$ cat src/rtl/word_sprite_pkg.sv
// +----------------------------------------------------------------------+
// | word_sprite_pkg : shared types and default glyph dimensions          |
// | Revision: 1.0                                                        |
// +----------------------------------------------------------------------+
`default_nettype none

package word_sprite_pkg;

  typedef logic [9:0] coord_t;

  typedef enum logic [1:0] {
    BLINK_SOLID = 2'd0,
    BLINK_ON    = 2'd1,
    BLINK_OFF   = 2'd2
  } blink_state_e;

  localparam int DEF_WORD_W    = 64;
  localparam int DEF_WORD_H    = 32;
  localparam int DEF_NUM_WORDS = 4;

endpackage

`default_nettype wire

$ cat src/rtl/word_sprite_if.sv
// +----------------------------------------------------------------------+
// | word_sprite_if : raster, glyph-request and status signals            |
// | Revision: 1.0                                                        |
// +----------------------------------------------------------------------+
`default_nettype none

interface word_sprite_if #(
  parameter int NUM_WORDS = 4
);
  import word_sprite_pkg::*;

  localparam int SEL_W = (NUM_WORDS > 1) ? $clog2(NUM_WORDS) : 1;

  logic             frame_start;
  logic             video_on;
  coord_t           pix_x;
  coord_t           pix_y;
  logic [SEL_W-1:0] word_sel;
  coord_t           org_x;
  coord_t           org_y;
  logic             show;
  logic             blink_en;
  logic             text_on;
  logic             busy_frame;

  modport master (
    output frame_start, video_on, pix_x, pix_y, word_sel, org_x, org_y,
           show, blink_en,
    input  text_on, busy_frame
  );

  modport slave (
    input  frame_start, video_on, pix_x, pix_y, word_sel, org_x, org_y,
           show, blink_en,
    output text_on, busy_frame
  );

endinterface

`default_nettype wire

$ cat src/rtl/word_glyph_rom.sv
// +----------------------------------------------------------------------+
// | word_glyph_rom : combinational glyph store, MSB of a row = column 0  |
// | Revision: 1.0                                                        |
// +----------------------------------------------------------------------+
`default_nettype none

module word_glyph_rom #(
  parameter int WORD_W    = 64,
  parameter int WORD_H    = 32,
  parameter int NUM_WORDS = 4,
  parameter int SEL_W     = (NUM_WORDS > 1) ? $clog2(NUM_WORDS) : 1,
  parameter int ROW_W     = (WORD_H > 1) ? $clog2(WORD_H) : 1
) (
  input  logic [SEL_W+ROW_W-1:0] addr,
  output logic [WORD_W-1:0]      row_bits
);

  logic [SEL_W-1:0]  word;
  logic [ROW_W-1:0]  row;
  logic              word_ok;
  logic [WORD_W-1:0] pattern;

  assign word = addr[SEL_W+ROW_W-1:ROW_W];
  assign row  = addr[ROW_W-1:0];

  if (NUM_WORDS >= (1 << SEL_W)) begin : g_sel_full
    assign word_ok = 1'b1;
  end else begin : g_sel_part
    assign word_ok = (word < SEL_W'(NUM_WORDS));
  end

  // Glyphs: 0 checkerboard, 1 top half, 2 left bar, others right bar.
  for (genvar c = 0; c < WORD_W; c++) begin : g_col
    localparam int   COL   = WORD_W - 1 - c;
    localparam logic ODD   = ((COL % 2) == 1);
    localparam logic LEFT  = (COL < 8);
    localparam logic RIGHT = (COL >= WORD_W - 8);

    assign pattern[c] = (word == SEL_W'(0)) ? (ODD == row[0]) :
                        (word == SEL_W'(1)) ? (row < ROW_W'(WORD_H / 2)) :
                        (word == SEL_W'(2)) ? LEFT : RIGHT;
  end

  // Unstored indices read as blank rows, never X.
  assign row_bits = word_ok ? pattern : '0;

endmodule

`default_nettype wire

$ cat src/rtl/word_sprite.sv
// +----------------------------------------------------------------------+
// | word_sprite : frame-shadowed, scalable, blinking word-glyph overlay  |
// | Revision: 1.0                                                        |
// +----------------------------------------------------------------------+
`default_nettype none

module word_sprite
  import word_sprite_pkg::*;
#(
  parameter int WORD_W       = DEF_WORD_W,
  parameter int WORD_H       = DEF_WORD_H,
  parameter int NUM_WORDS    = DEF_NUM_WORDS,
  parameter int SCALE_LOG2   = 0,
  parameter int BLINK_FRAMES = 30
) (
  input  logic          clk,
  input  logic          reset_n,
  word_sprite_if.slave  bus
);

  localparam int SEL_W = (NUM_WORDS > 1) ? $clog2(NUM_WORDS) : 1;
  localparam int COL_W = (WORD_W > 1) ? $clog2(WORD_W) : 1;
  localparam int ROW_W = (WORD_H > 1) ? $clog2(WORD_H) : 1;
  localparam int CNT_W = $clog2(BLINK_FRAMES + 1);
  localparam int unsigned SPAN_X = WORD_W << SCALE_LOG2;
  localparam int unsigned SPAN_Y = WORD_H << SCALE_LOG2;
  localparam logic [CNT_W-1:0] CNT_LAST = CNT_W'(BLINK_FRAMES - 1);
  localparam logic [COL_W-1:0] COL_LAST = COL_W'(WORD_W - 1);

  logic [SEL_W-1:0] sel_q, sel_d;
  coord_t           org_x_q, org_x_d;
  coord_t           org_y_q, org_y_d;
  logic             armed_q, armed_d;
  blink_state_e     state_q, state_d;
  logic [CNT_W-1:0] cnt_q, cnt_d;
  logic             en1_q, en1_d;
  logic [SEL_W-1:0] word1_q, word1_d;
  logic [ROW_W-1:0] row1_q, row1_d;
  logic [COL_W-1:0] bit1_q, bit1_d;
  logic             text_q, text_d;

  logic [10:0]       dx, dy;
  logic              hit, sel_ok, visible;
  logic [WORD_W-1:0] rom_row;

  if (NUM_WORDS >= (1 << SEL_W)) begin : g_sel_full
    assign sel_ok = 1'b1;
  end else begin : g_sel_part
    assign sel_ok = (bus.word_sel < SEL_W'(NUM_WORDS));
  end

  always_comb begin
    sel_d   = sel_q;
    org_x_d = org_x_q;
    org_y_d = org_y_q;
    armed_d = armed_q;
    if (bus.frame_start) begin
      sel_d   = bus.word_sel;
      org_x_d = bus.org_x;
      org_y_d = bus.org_y;
      armed_d = bus.show & sel_ok;
    end
  end

  always_comb begin
    state_d = state_q;
    cnt_d   = cnt_q;
    if (!bus.blink_en) begin
      state_d = BLINK_SOLID;
      cnt_d   = '0;
    end else if (bus.frame_start) begin
      case (state_q)
        BLINK_SOLID: begin
          state_d = BLINK_ON;
          cnt_d   = '0;
        end
        BLINK_ON, BLINK_OFF: begin
          if (cnt_q == CNT_LAST) begin
            state_d = (state_q == BLINK_ON) ? BLINK_OFF : BLINK_ON;
            cnt_d   = '0;
          end else begin
            cnt_d = cnt_q + CNT_W'(1);
          end
        end
        default: begin
          state_d = BLINK_SOLID;
          cnt_d   = '0;
        end
      endcase
    end
  end

  // Stage 1 uses the shadow values still held this cycle, so a pixel that
  // coincides with frame_start is drawn with the previous frame's settings.
  always_comb begin
    dx      = {1'b0, bus.pix_x} - {1'b0, org_x_q};
    dy      = {1'b0, bus.pix_y} - {1'b0, org_y_q};
    hit     = (bus.pix_x >= org_x_q) && (bus.pix_y >= org_y_q) &&
              (32'(dx) < SPAN_X) && (32'(dy) < SPAN_Y);
    visible = (state_q != BLINK_OFF);
    en1_d   = hit & bus.video_on & armed_q & visible;
    word1_d = sel_q;
    row1_d  = ROW_W'(dy >> SCALE_LOG2);
    bit1_d  = COL_LAST - COL_W'(dx >> SCALE_LOG2);
    text_d  = en1_q & rom_row[bit1_q];
  end

  word_glyph_rom #(
    .WORD_W    (WORD_W),
    .WORD_H    (WORD_H),
    .NUM_WORDS (NUM_WORDS)
  ) u_rom (
    .addr     ({word1_q, row1_q}),
    .row_bits (rom_row)
  );

  always_ff @(posedge clk or negedge reset_n) begin
    if (!reset_n) begin
      sel_q   <= '0;
      org_x_q <= '0;
      org_y_q <= '0;
      armed_q <= 1'b0;
      state_q <= BLINK_SOLID;
      cnt_q   <= '0;
      en1_q   <= 1'b0;
      word1_q <= '0;
      row1_q  <= '0;
      bit1_q  <= '0;
      text_q  <= 1'b0;
    end else begin
      sel_q   <= sel_d;
      org_x_q <= org_x_d;
      org_y_q <= org_y_d;
      armed_q <= armed_d;
      state_q <= state_d;
      cnt_q   <= cnt_d;
      en1_q   <= en1_d;
      word1_q <= word1_d;
      row1_q  <= row1_d;
      bit1_q  <= bit1_d;
      text_q  <= text_d;
    end
  end

  assign bus.text_on    = text_q;
  assign bus.busy_frame = armed_q;

endmodule

`default_nettype wire

$ cat src/flat_wrapper.sv
// flat-port wrapper written by rule: the top's interface ports become plain ports
module word_sprite_flat import word_sprite_pkg::*;
#(
  parameter int WORD_W       = DEF_WORD_W,
  parameter int WORD_H       = DEF_WORD_H,
  parameter int NUM_WORDS    = DEF_NUM_WORDS,
  parameter int SCALE_LOG2   = 0,
  parameter int BLINK_FRAMES = 30
)
  (clk, reset_n, bus_frame_start, bus_video_on, bus_pix_x, bus_pix_y, bus_word_sel, bus_org_x, bus_org_y, bus_show, bus_blink_en, bus_text_on, bus_busy_frame);
  word_sprite_if #(.NUM_WORDS(NUM_WORDS)) bus_i ();
  input  logic clk;
  input  logic reset_n;
  input wire logic [$bits(bus_i.frame_start)-1:0] bus_frame_start;
  input wire logic [$bits(bus_i.video_on)-1:0] bus_video_on;
  input wire logic [$bits(bus_i.pix_x)-1:0] bus_pix_x;
  input wire logic [$bits(bus_i.pix_y)-1:0] bus_pix_y;
  input wire logic [$bits(bus_i.word_sel)-1:0] bus_word_sel;
  input wire logic [$bits(bus_i.org_x)-1:0] bus_org_x;
  input wire logic [$bits(bus_i.org_y)-1:0] bus_org_y;
  input wire logic [$bits(bus_i.show)-1:0] bus_show;
  input wire logic [$bits(bus_i.blink_en)-1:0] bus_blink_en;
  output wire logic [$bits(bus_i.text_on)-1:0] bus_text_on;
  output wire logic [$bits(bus_i.busy_frame)-1:0] bus_busy_frame;
  assign bus_i.frame_start = bus_frame_start;
  assign bus_i.video_on = bus_video_on;
  assign bus_i.pix_x = bus_pix_x;
  assign bus_i.pix_y = bus_pix_y;
  assign bus_i.word_sel = bus_word_sel;
  assign bus_i.org_x = bus_org_x;
  assign bus_i.org_y = bus_org_y;
  assign bus_i.show = bus_show;
  assign bus_i.blink_en = bus_blink_en;
  assign bus_text_on = bus_i.text_on;
  assign bus_busy_frame = bus_i.busy_frame;
  word_sprite #(.WORD_W(WORD_W), .WORD_H(WORD_H), .NUM_WORDS(NUM_WORDS), .SCALE_LOG2(SCALE_LOG2), .BLINK_FRAMES(BLINK_FRAMES)) u_core (.clk(clk), .reset_n(reset_n), .bus(bus_i));
endmodule
$ cat config.mk
export PLATFORM = sky130hd
export DESIGN_NAME = word_sprite_flat
export DESIGN_NICKNAME = d
export VERILOG_FILES = /design/src/rtl/word_sprite_pkg.sv /design/src/rtl/word_sprite_if.sv /design/src/rtl/word_glyph_rom.sv /design/src/rtl/word_sprite.sv /design/src/flat_wrapper.sv
export SDC_FILE = /design/constraint.sdc
export NUM_CORES = 1
export LEC_CHECK = 0
export CORE_MARGIN = 1.5
export CORE_UTILIZATION = 30
export CTS_CLUSTER_SIZE = 28
export DETAILED_ROUTE_END_ITERATION = 6
export RECOVER_POWER = 100
export SYNTH_ARGS = -nofsm -noshare
export SYNTH_HDL_FRONTEND = slang
export SYNTH_SLANG_ARGS = --single-unit
$ cat constraint.sdc
create_clock -name clk -period 2.5 [get_ports clk]
set_input_delay 0.625 -clock clk [delete_from_list [all_inputs] [get_ports clk]]
set_output_delay 0.625 -clock clk [all_outputs]
set_load 0.01 [all_outputs]
==> reports/metrics.yaml <==
status: "finished clean"
start_util_pct: 30.8
cts_sinks: 40
maxSlewViolCount: 0
die_h_um: 91.9
layout_min_cycle_time_ns: 2.40
critical_path_class: "in2reg"
fin_cells: 436
clockRootBuffer: "clkbuf_8"
p_comb_share_pct: 32.8
fin_tns_setup_ns: 0
clk_path_buf_depth: 2
p_sw_w: 0.000526
cp_max_fo: 4
via_count: 1973
drive_gt1_share_pct: 20.7
intPower_w: 0.00128
dp.cells: 426
antenna_left: 0
hold_violations: 0
reg2reg_depth: 7
syn_inst: 253
cts.htree.levels: 2
synth_warnings: 0
tritoncts: "done"
num_io_pins: 50
relSlewSlack_pct: 32.9
diodes: 0
fin_crit_sh_pct: 96.2
synth_compound_area_share_pct: 17.4
tightest_slew_ns: 1.01
yosys-mux-area-fraction_pct: 4.70
yosysTopAreaCell: "dfrtp_1"
synth_top_family_by_area: "compound AO/OA/AOI/OAI gates"
track_usage_pct: 13.0
port-buffer-count: 49
wl_per_cell_um: 11.9
cp.arrival_ns: 2.60
power.leakage_nw: 1.58
hold_buffers: 0
fin_util_pct: 45.2
p_seq_share_pct: 41.2
vias_per_cell: 4.53
worstSetupStartpointType: "primary input"
yosysTopAreaCellShare_pct: 42.2
setup_viol_count_final: 0
clkTransAtPathRegs_ns: 0.08
dpl_cell_area_sq_mm: 0.00317
p_sw_share_pct: 29.1
coreArea_sq_mm: 0.00769
hpwl_mm: 3.78
syn_nets: 328
grt_start_max_net_pins: 41
rows: 32
wl_mm: 5.18
powerDensity_mw_per_mm2: 520
fillers: 757
overflow: 0
avgSynthCellArea_sq_um: 9.37
pwr-share-clk_pct: 26.1
ys_types: 44
endpoint_kind: "flop"
grt_pass1_vias: 2058
rsz0062_at_grt: "no"
syn_area_sq_mm: 0.00237
layout_common_cells: "40 x dfrtp_1, 35 x clkdlybuf4s50_1, 32 x nand2_1, 32 x o21ai_0, 30 x inv_1"
yosysSeqAreaShare_pct: 42.2
fmax_mhz: 416
drtIter0Drc: 41
die_w_um: 91.9
clk_latency_ns: 0.29
drv_cap: 0
grt_pass1_wl_mm: 8.94
place_congestion: 0.781
ir_drop_uv: 212
crit_required_ns: 2.69
cts_made_buffers: 5
hold_ws_ns: 0.380
skew_ns: 0.00392
area_growth_pct: 46.7
ys_ff_latch: 40
antenna_found_initial: 0
final_cell_area_sq_mm: 0.00348
finalNetCount: 409
synth-adder-area-share_pct: 14.6
drc: 0
post_synth_xor_area_fraction_pct: 1.48
synth_area_leaders: "dfrtp_1 42%, ha_1 14%, o21ai_0 7.2%"
synth-simple-area-share_pct: 13.7
layout_commonest_cell: "dfrtp_1"
holdPathStages: 0
hold_path_class: "reg2reg"
fp.dieArea_sq_mm: 0.00844
dr.pass1.iters: 4
-- cells in the mapped netlist (all sizes together) --
| library cell | instances |
|---|---|
| a32oi | 1 |
| a211oi | 1 |
| a221oi | 1 |
| fa | 1 |
| o41ai | 1 |
| clkinv | 1 |
| o211ai | 1 |
| nor2b | 5 |
| xnor2 | 3 |
| o21ai | 34 |
| dfrtp | 40 |
| o2111ai | 1 |
| clkbuf | 6 |
| o21a | 4 |
| a22o | 1 |
| a21o | 1 |
| a2111o | 1 |
| inv | 30 |
| mux2i | 1 |
| nand2 | 32 |
| nand4 | 2 |
| nor2 | 13 |
| nand3 | 6 |
| mux2 | 7 |
| and3 | 1 |
| nor3 | 4 |
| o31ai | 2 |
| o21bai | 2 |
| a2111oi | 2 |
| o22ai | 1 |
| or3 | 2 |
| or4b | 1 |
| ha | 26 |
| a21oi | 9 |
| nand2b | 2 |
| xor2 | 1 |
| o31a | 2 |
| a311oi | 1 |
| or2 | 1 |
| and2 | 1 |
| mux4 | 1 |
-- layer usage --
| layer | up-vias | wire (um) | track usage (%) | part of all wire, % |
|---|---|---|---|---|
| li1 | 1034 | - | - | - |
| met1 | 898 | 2520 | 16.8 | 49 |
| met2 | 36 | 2400 | 22.0 | 46 |
| met3 | 5 | 211 | 2.99 | 4.1 |
| met4 | 0 | 52 | 3.08 | 1.0 |
| met5 | - | 0 | 0 | 0 |
-- final cells by class --
class | count | area [sq um] | area share [%]
clock buffers | 7 | 96.3 | 2.77
inverters | 31 | 116 | 3.35
multi-input cells | 176 | 1410 | 40.7
flip-flops and latches | 40 | 1000 | 28.8
well taps | 102 | 128 | 3.67
repair buffers | 80 | 722 | 20.8
-- registers in the layout (all words and copies together), names as in the netlist --
name and count:
u_core.row1_q 2, u_core.state_q 2, u_core.org_x_q 10, u_core.bus.busy_frame 1, u_core.word1_q 2, u_core.bit1_q 4
u_core.org_y_q 10, u_core.en1_q 1, u_core.bus.text_on 1, u_core.sel_q 2, u_core.cnt_q 5
-- power by group through the flow --
stage	registers [W]	logic (W)	clock network, W
2_1_floorplan	0.000750	0.000291	0
3_3_place_gp	0.000755	0.000509	0
3_5_place_dp	0.000758	0.000513	0
4_1_cts	0.000745	0.000543	0.000494
5_1_grt	0.000754	0.000665	0.000515
6_report	0.000744	0.000592	0.000471
-- final timing paths --
path / from / to / slack (ns)
max reg2reg: u_core.org_y_q[5] / u_core.en1_q / 0.25
max: bus_pix_y[4] / u_core.en1_q / 0.1
min: u_core.sel_q[0] / u_core.word1_q[0] / 0.38
max in group asynchronous: reset_n / u_core.sel_q[1] / 1.30
min reg2reg: u_core.sel_q[0] / u_core.word1_q[0] / 0.38
min in group asynchronous: reset_n / u_core.org_x_q[2] / 0.56
-- cell families (layout without fill, tap and decap cells) --
logic type | count (synthesis) | in the layout
AND/OR/NAND/NOR | 70 | 70
adder cells (fa/ha/maj) | 27 | 27
buffers and inverters | 37 | 118
AO/OA/AOI/OAI | 66 | 66
flip-flops | 40 | 40
multiplexers | 9 | 9
XOR/XNOR | 4 | 4
-- worst max-delay path: stages --
cell and delay [ns]:
dlygate4sd2_1 0.26, ha_4 0.26, nand3_1 0.09, a21oi_2 0.04, or2_4 0.24, a22o_1 0.21, or4b_4 0.53, a2111oi_4 0.34
-- stage by stage --
stage	setup WS (ns)	total power, W
final	0.0952	0.00181
after global routing	0.0445	0.00193
after detailed placement	-0.399	0.00127
after CTS	0.00168	0.00178
after global placement	-0.384	0.00126
after floorplan	0.0904	0.00104
-- timing repair --
action                     CTS  global route
setup endpoints to repair    1             1
hold endpoints to repair     0             0
setup buffers                1             2
resized for setup           12            25
pin swaps                    6            10
(Power assumes the default switching activity.)
